--- config.mk ---
export PLATFORM = sky130hd
export DESIGN_NAME = char_select_ctrl
export DESIGN_NICKNAME = d
export VERILOG_FILES = /design/src/rtl/char_select_ctrl.sv
export SDC_FILE = /design/constraint.sdc
export NUM_CORES = 1
export LEC_CHECK = 0
export ABC_AREA = 1
export BUFFER_PORTS_ARGS = -buffer_cell sky130_fd_sc_hd__buf_2
export CAP_MARGIN = 20
export CELL_PAD_IN_SITES_DETAIL_PLACEMENT = 0
export CELL_PAD_IN_SITES_GLOBAL_PLACEMENT = 2
export CORE_MARGIN = 3
export CORE_UTILIZATION = 24
export DETAILED_ROUTE_END_ITERATION = 8
export PLACE_DENSITY_LB_ADDON = 0.1
export SYNTH_ARGS = -nofsm -noshare
export SYNTH_HDL_FRONTEND = slang
export SYNTH_SLANG_ARGS = --single-unit
--- constraint.sdc ---
create_clock -name Clk -period 1.58 [get_ports Clk]
set_input_delay 0.237 -clock Clk [delete_from_list [all_inputs] [get_ports Clk]]
set_output_delay 0.237 -clock Clk [all_outputs]
set_load 0.02 [all_outputs]
--- src/rtl/char_select_ctrl.sv ---
// Two-player character-select controller: per-player cursor/lock FSMs, a confirm
// countdown and a one-cycle Start_Game pulse with registered per-player stat bundles.
module char_select_ctrl #(
  parameter int unsigned NUM_CHARS      = 4,
  parameter int unsigned STAT_W         = 10,
  parameter int unsigned CONFIRM_CYCLES = 8
) (
  input  logic                Clk,
  input  logic                Reset,
  input  logic                P1_Left,
  input  logic                P1_Right,
  input  logic                P1_Confirm,
  input  logic                P1_Cancel,
  input  logic                P2_Left,
  input  logic                P2_Right,
  input  logic                P2_Confirm,
  input  logic                P2_Cancel,
  input  logic                New_Round,
  output logic [3:0]          P1_Char_Num,
  output logic [3:0]          P2_Char_Num,
  output logic                P1_Locked,
  output logic                P2_Locked,
  output logic [8*STAT_W-1:0] P1_Stats,
  output logic [8*STAT_W-1:0] P2_Stats,
  output logic                Counting,
  output logic                Start_Game,
  output logic                Done
);

  localparam logic [3:0]  LastChar = 4'(NUM_CHARS - 1);
  localparam int unsigned CntW     = (CONFIRM_CYCLES > 1) ? $clog2(CONFIRM_CYCLES) : 1;
  localparam logic [CntW-1:0] CntLast = CntW'(CONFIRM_CYCLES - 1);

  typedef enum logic [1:0] {StSelect, StCount, StDone} glob_e;
  typedef enum logic {StBrowse, StLocked} ply_e;

  // Packed order: H, W, JX, KX, JY, KY, HBH, HBW; unknown indices fall back to char0.
  function automatic logic [8*STAT_W-1:0] stat_lookup(input logic [3:0] idx);
    logic [8*STAT_W-1:0] s;
    case (idx)
      4'd1:    s = {STAT_W'(24), STAT_W'(16), STAT_W'(2), STAT_W'(3),
                    STAT_W'(2),  STAT_W'(2),  STAT_W'(16), STAT_W'(10)};
      4'd2:    s = {STAT_W'(16), STAT_W'(24), STAT_W'(1), STAT_W'(2),
                    STAT_W'(3),  STAT_W'(1),  STAT_W'(10), STAT_W'(16)};
      4'd3:    s = {STAT_W'(32), STAT_W'(32), STAT_W'(3), STAT_W'(1),
                    STAT_W'(1),  STAT_W'(3),  STAT_W'(20), STAT_W'(20)};
      default: s = {STAT_W'(16), STAT_W'(16), STAT_W'(1), STAT_W'(1),
                    STAT_W'(1),  STAT_W'(1),  STAT_W'(10), STAT_W'(10)};
    endcase
    return s;
  endfunction

  logic [8:0]      w_keys;
  logic [8:0]      w_rise;
  logic [8:0]      r_keys_prev;
  logic [1:0]      w_locked;
  logic [1:0]      w_unlock;
  glob_e           r_state, w_state_nxt;
  logic [CntW-1:0] r_cnt, w_cnt_nxt;
  logic            r_start, w_start_nxt;

  assign w_keys = {New_Round, P2_Cancel, P2_Confirm, P2_Right, P2_Left,
                   P1_Cancel, P1_Confirm, P1_Right, P1_Left};
  assign w_rise = w_keys & ~r_keys_prev;

  for (genvar g = 0; g < 2; g++) begin : g_ply
    logic [3:0]          r_char, w_char_nxt;
    ply_e                r_ply, w_ply_nxt;
    logic                w_unl;
    logic [8*STAT_W-1:0] r_stats;

    always_comb begin
      w_char_nxt = r_char;
      w_ply_nxt  = r_ply;
      w_unl      = 1'b0;
      if (r_state != StDone) begin
        if (r_ply == StBrowse) begin
          if (w_rise[4*g+2]) begin
            w_ply_nxt = StLocked;
          end else if (w_rise[4*g+1] && !w_rise[4*g]) begin
            w_char_nxt = (r_char == LastChar) ? 4'd0 : r_char + 4'd1;
          end else if (w_rise[4*g] && !w_rise[4*g+1]) begin
            w_char_nxt = (r_char == 4'd0) ? LastChar : r_char - 4'd1;
          end
        end else if (w_rise[4*g+3]) begin
          w_ply_nxt = StBrowse;
          w_unl     = 1'b1;
        end
      end else if (w_rise[8]) begin
        w_ply_nxt = StBrowse;
      end
    end

    always_ff @(posedge Clk or posedge Reset) begin
      if (Reset) begin
        r_char  <= 4'(g);
        r_ply   <= StBrowse;
        r_stats <= stat_lookup(4'(g));
      end else begin
        r_char  <= w_char_nxt;
        r_ply   <= w_ply_nxt;
        r_stats <= stat_lookup(r_char);
      end
    end

    assign w_locked[g] = (r_ply == StLocked);
    assign w_unlock[g] = w_unl;
  end

  always_comb begin
    w_state_nxt = r_state;
    w_cnt_nxt   = r_cnt;
    w_start_nxt = 1'b0;
    unique case (r_state)
      StSelect: begin
        if (&w_locked && !(|w_unlock)) begin
          w_state_nxt = StCount;
          w_cnt_nxt   = '0;
        end
      end
      StCount: begin
        // An unlock on the expiry cycle takes priority over the start pulse.
        if (|w_unlock) begin
          w_state_nxt = StSelect;
          w_cnt_nxt   = '0;
        end else if (r_cnt == CntLast) begin
          w_state_nxt = StDone;
          w_start_nxt = 1'b1;
          w_cnt_nxt   = '0;
        end else begin
          w_cnt_nxt = r_cnt + CntW'(1);
        end
      end
      StDone: begin
        if (w_rise[8]) w_state_nxt = StSelect;
      end
      default: w_state_nxt = StSelect;
    endcase
  end

  always_ff @(posedge Clk or posedge Reset) begin
    if (Reset) begin
      r_keys_prev <= '0;
      r_state     <= StSelect;
      r_cnt       <= '0;
      r_start     <= 1'b0;
    end else begin
      r_keys_prev <= w_keys;
      r_state     <= w_state_nxt;
      r_cnt       <= w_cnt_nxt;
      r_start     <= w_start_nxt;
    end
  end

  assign P1_Char_Num = g_ply[0].r_char;
  assign P2_Char_Num = g_ply[1].r_char;
  assign P1_Locked   = w_locked[0];
  assign P2_Locked   = w_locked[1];
  assign P1_Stats    = g_ply[0].r_stats;
  assign P2_Stats    = g_ply[1].r_stats;
  assign Counting    = (r_state == StCount);
  assign Done        = (r_state == StDone);
  assign Start_Game  = r_start;

endmodule

# Word-level counts from Yosys, hierarchy flattened
# Cells that the tools add are included.
classes:
  add_sub_neg: 5
  multipliers: 0
  div_mod_pow: 0
  magnitude_cmp: 0
  n_eq_ne: 13
  shifts: 0
  muxes: 37
  bitwise_logic: 6
  n_reduce_logical: 23
op_table:
  columns: ["op", "count"]
  rows:
  - ["$pmux W76 S3", 2]
  - ["$mux W4", 8]
  - ["$mux W1", 18]
  - ["$eq A4 B2 Y1 const B", 4]
  - ["$and A9 B9 Y9", 1]
  - ["$mux W3", 3]
  - ["$not A9 Y9", 1]
  - ["$add A4 B1 Y4 const B", 2]
  - ["$eq A4 B1 Y1 const B", 2]
  - ["$logic_not A4 Y1", 2]
  - ["$mux W2", 4]
  - ["$reduce_and A4 Y1", 2]
  - ["$reduce_bool A2 Y1", 4]
  - ["$sub A4 B1 Y4 const B", 2]
  - ["$pmux W2 S3", 1]
  - ["$pmux W3 S2", 1]
  - ["$logic_and A1 B1 Y1", 5]
  - ["$logic_not A1 Y1", 5]
  - ["$ne A2 B2 Y1 const B", 2]
  - ["$not A1 Y1", 4]
  - ["$reduce_and A2 Y1", 2]
  - ["$add A3 B1 Y3 const B", 1]
  - ["$eq A3 B3 Y1 const B", 1]
  - ["$ne A3 B1 Y1 const B", 1]
  - ["other kinds (6)", 6]
totals:
  regBits: 185
  latch_bits: 0
  ram_bits: 0
  mem_bits_ro: 0
  inputBits: 11
  out_inout_bits: 173
  word_cells: 94
  n_memories: 0

# Depth between registers and ports, before layout
logic_depth:
  word_depth: 10
  mapped_depth: 10
  ltp_nobuf: 10

# Worst setup path after synthesis
# OpenSTA, ideal clock, no wires.
synth_timing:
  path_type: "register to register"
  start: "reg g_ply[1].r_char[0], in the netlist P2_Char_Num[0]"
  end: "reg g_ply[1].r_char[1], in the netlist P2_Char_Num[1]"
  setup_time_ps: 76
  arrival_time_ps: 1332
  required_ps: 1504
  setup_slack_ps: 172
  stages_incl_launch_ff: 5
  path_buffers: 0
  synth_period_minus_slack_ps: 1408
  cell_sequence: "dfstp_2 > inv_1 > ha_1 > xor2_1 > o21ai_1"
synth_between:
  elab_chain_len: 4
  word_cells_on_any_way: 8
  classes_between: "2 x add/sub; 1 x eq/ne; 4 x mux; 1 x reduce/logical"
synth_lines:
  columns: ["element", "line_no", "rtl"]
  rows:
  - ["start: declaration", "67", "logic [3:0] r_char, w_char_nxt;"]
  - ["start signal: assignment", "96", "r_char <= 4'(g);"]
  - ["start signal: assignment", "100", "r_char <= w_char_nxt;"]
  - ["$sub A4 B1 Y4 / $logic_not A4 Y1 (equally long branches)", "83", "w_char_nxt = (r_char == 4'd0) ? LastChar : r_char - 4'd1;"]
  - ["$mux W4", "83", null]
  - ["$mux W4", "82", "end else if (w_rise[4*g] && !w_rise[4*g+1]) begin"]
  - ["$mux W4 (*)", "80", "end else if (w_rise[4*g+1] && !w_rise[4*g]) begin"]
# Every way passes the cells marked *; elsewhere a longest branch is shown, timed or not. The select of a mux whose other input is x is not followed.
# A chain may end at the register's enable or synchronous reset.

# Worst setup path in the final report
layout_timing:
  start: "reg g_ply[1].r_char[0], in the netlist P2_Char_Num[0]"
  end: "reg g_ply[1].r_char[0], in the netlist P2_Char_Num[0]"
# The elaborated chain is that of the path after synthesis.

==> results.yml <==
run_status:
  outcome: "complete, no violations"
floorplan:
  start_util_pct: 24.9
  fp.dieW_um: 121
  core_area_um2: 12800
  dieArea_um2: 14800
  die_h_um: 121
  io_pins: 184
  num_rows: 41
power:
  switching_power_mw: 2.73
  switching_share_pct: 45.5
  power.density_nw_per_um2: 1790
  power.total_mw: 6.00
  pwr-share-clk_pct: 20.4
  combinationalPowerShare_pct: 46.8
  p_seq_share_pct: 32.8
  intPower_mw: 3.27
  irDropWorstVdd_mv: 0.431
  p_leak_nw: 1.89
grt:
  grt-ovfl-total: 0
  antenna_found_initial: 0
  grt_pass1_vias: 1769
  grt_usage_pct: 7.67
  grt_pass1_wl_um: 8940
  grt_max_degree: 21
final_layout:
  final_util_pct: 26.1
  mostFrequentLayoutCells: "116 x conb_1, 67 x buf_2, 59 x nand2_1"
  n_antenna_cell: 0
  final_layout_size_suffix_gt1_share_pct: 27.5
  final_nets: 450
  layout_commonest_cell: "conb_1"
  fillCellCount: 1424
  syn2layout_area_growth_pct: 4.77
place:
  dp_hpwl_um: 4850
  gp_congestion: 0.715
  io_buffers: 67
  post-place-ws_ps: 39.1
critical_path:
  end_kind: "flip-flop"
  cp_data_arrival_time_ps: 1640
  cpPeakStageDelay_ps: 620
  criticalPathCategory: "reg -> reg"
  worstPathMaxFanout: 8
  crit_path_start_kind: "flip-flop"
  cp_slowest_cell: "dfstp_2"
  cp_data_required_time_ps: 1780
  crit_chain: "ha_1 > nand2_1 > nor2_2 > o21ai_0 > nand3_1 > o21ai_1"
cts:
  cts_buffer_depth: 2
  cts.clk_slew.worst_paths_ps: 70
  cts_tree: "built"
  numCtsBuffers: 5
  clock_sinks: 47
  cts_setup_buffers: 0
  clk_latency_ps: 280
  cts_root_buf: "clkbuf_16"
  htree_levels: 2
synth:
  synthCells: 372
  synth-seq-cells: 47
  synth-seq-area-share_pct: 37.2
  yosys-top-cells-area: "buf_4 33%, dfrtp_1 27%, dfstp_2 9.9%, nand2_1 6.9%, ha_1 5.5%"
  ys_types: 24
  avgSynthCellArea_um2: 8.60
  synth_top_area_share_pct: 32.6
  synth_area_leader_cell: "buf_4"
  netlist_area_um2: 3200
  yosysWarnings: 0
sta:
  maxSlewViolCount: 0
  rsz0062_at_grt: "false"
  fmax_mhz: 698
  hold_viol: 0
  whs_ps: 71.4
  worst_slack_ps: 147
  setup_violations: 0
  period_share_pct: 90.7
  clock-skew-final_ps: 7.00
  fin_crit_ps: 1430
  tns_ps: 0
drt:
  drc_errors: 0
  totalWireLength_um: 5870
  routedWlPerCell_um: 9.81
  drtIter0Drc: 84
  vias: 2001
  viasPerCell: 3.35
  ant_nets: 0
  drt_pre_antenna_iters: 4
run:
  maxCapViolations: 0
min_path:
  hp-class: "in -> reg"
==> layer usage <==
| layer | vias up | GRT usage, % | routed length [um] |
|---|---|---|---|
| met1 | 906 | 9.66 | 2450 |
| met2 | 106 | 12.5 | 2790 |
| met5 | - | 0 | 0 |
| met3 | 7 | 2.47 | 570 |
| met4 | 0 | 2.31 | 60 |
| li1 | 982 | - | - |
==> flip-flops by register name, summed over array words and instances, names as in the netlist <==
signal and flops:
P1_Char_Num 4, P1_Locked 1, P1_Stats 11, P2_Char_Num 4, P2_Locked 1, P2_Stats 11, Start_Game 1, r_cnt 3
r_keys_prev 9, r_state 2
==> power groups by stage <==
stage | registers, mW | clock network [mW] | logic [mW]
floorplan | 2.27 | 0 | 2.17
global placement | 2.00 | 0 | 2.88
detailed placement | 2.00 | 0 | 2.84
CTS | 1.98 | 1.27 | 2.85
global route | 2.03 | 1.32 | 3.16
finish | 1.97 | 1.22 | 2.81
==> final cells by class <==
type                            instances  area, um^2  area share [%]
Sequential cell                        47        1190            35.5
Timing Repair Buffer                   71         380            11.3
Clock buffer                            6         139            4.14
Clock inverter                          2        35.0            1.05
Multi-Input combinational cell        258        1230            36.8
Tap cell                              172         215            6.42
Inverter                               42         158            4.70
==> kinds of logic (layout without fill, tap and decap cells) <==
group,after synthesis,in the layout,synth area share [%]
other cells,1,116,0.117
flops,47,47,37.2
fa+ha+maj,14,14,5.48
xor+xnor,6,6,1.64
buf+inv,182,121,37.7
simple gates,107,107,15.4
compound gates,15,15,2.46
==> timing repair <==
action	in CTS	in global routing
hold buffers	1	0
gates resized for setup	0	2
endpoints found under the setup margin	0	2
endpoints found under the hold margin	8	0
==> stage by stage <==
step                      instance area, um^2  cells
after floorplan                          3630    487
after global placement                   3170    589
after detailed placement                 3170    589
after CTS                                3350    598
after global routing                     3350    598
final                                    3350    598
==> worst max-delay path: cells and delay by family, from the launching register on <==
kind,cells,cell delay (ps)
DFF,1,620
and+or+nand+nor,3,340
AOI/OAI and AO/OA,2,160
adders and majority gates,1,240
==> cell usage after synthesis, drive strengths merged <==
library cell,instances
buf,140
nand2,60
inv,42
dfrtp,35
nand3,21
nor2,21
ha,14
o21ai,13
dfstp,12
xor2,4
nand4,3
a21oi,2
xnor2,2
conb,1
nand3b,1
nor3,1
==> final timing paths <==
check / depth (start not counted) / end / start / slack, ps
max: 6 / P2_Char_Num[0] / P2_Char_Num[0] / 150
min: 1 / r_keys_prev[3] / P1_Cancel / 70
max reg2reg: 6 / P2_Char_Num[0] / P2_Char_Num[0] / 150
min reg2reg: 2 / r_cnt[1] / r_cnt[1] / 510
max in group asynchronous: 4 / P2_Char_Num[0] / Reset / 570
min in group asynchronous: 3 / P1_Stats[4] / Reset / 500
No activity file was read; power rests on OpenSTA's default activity.
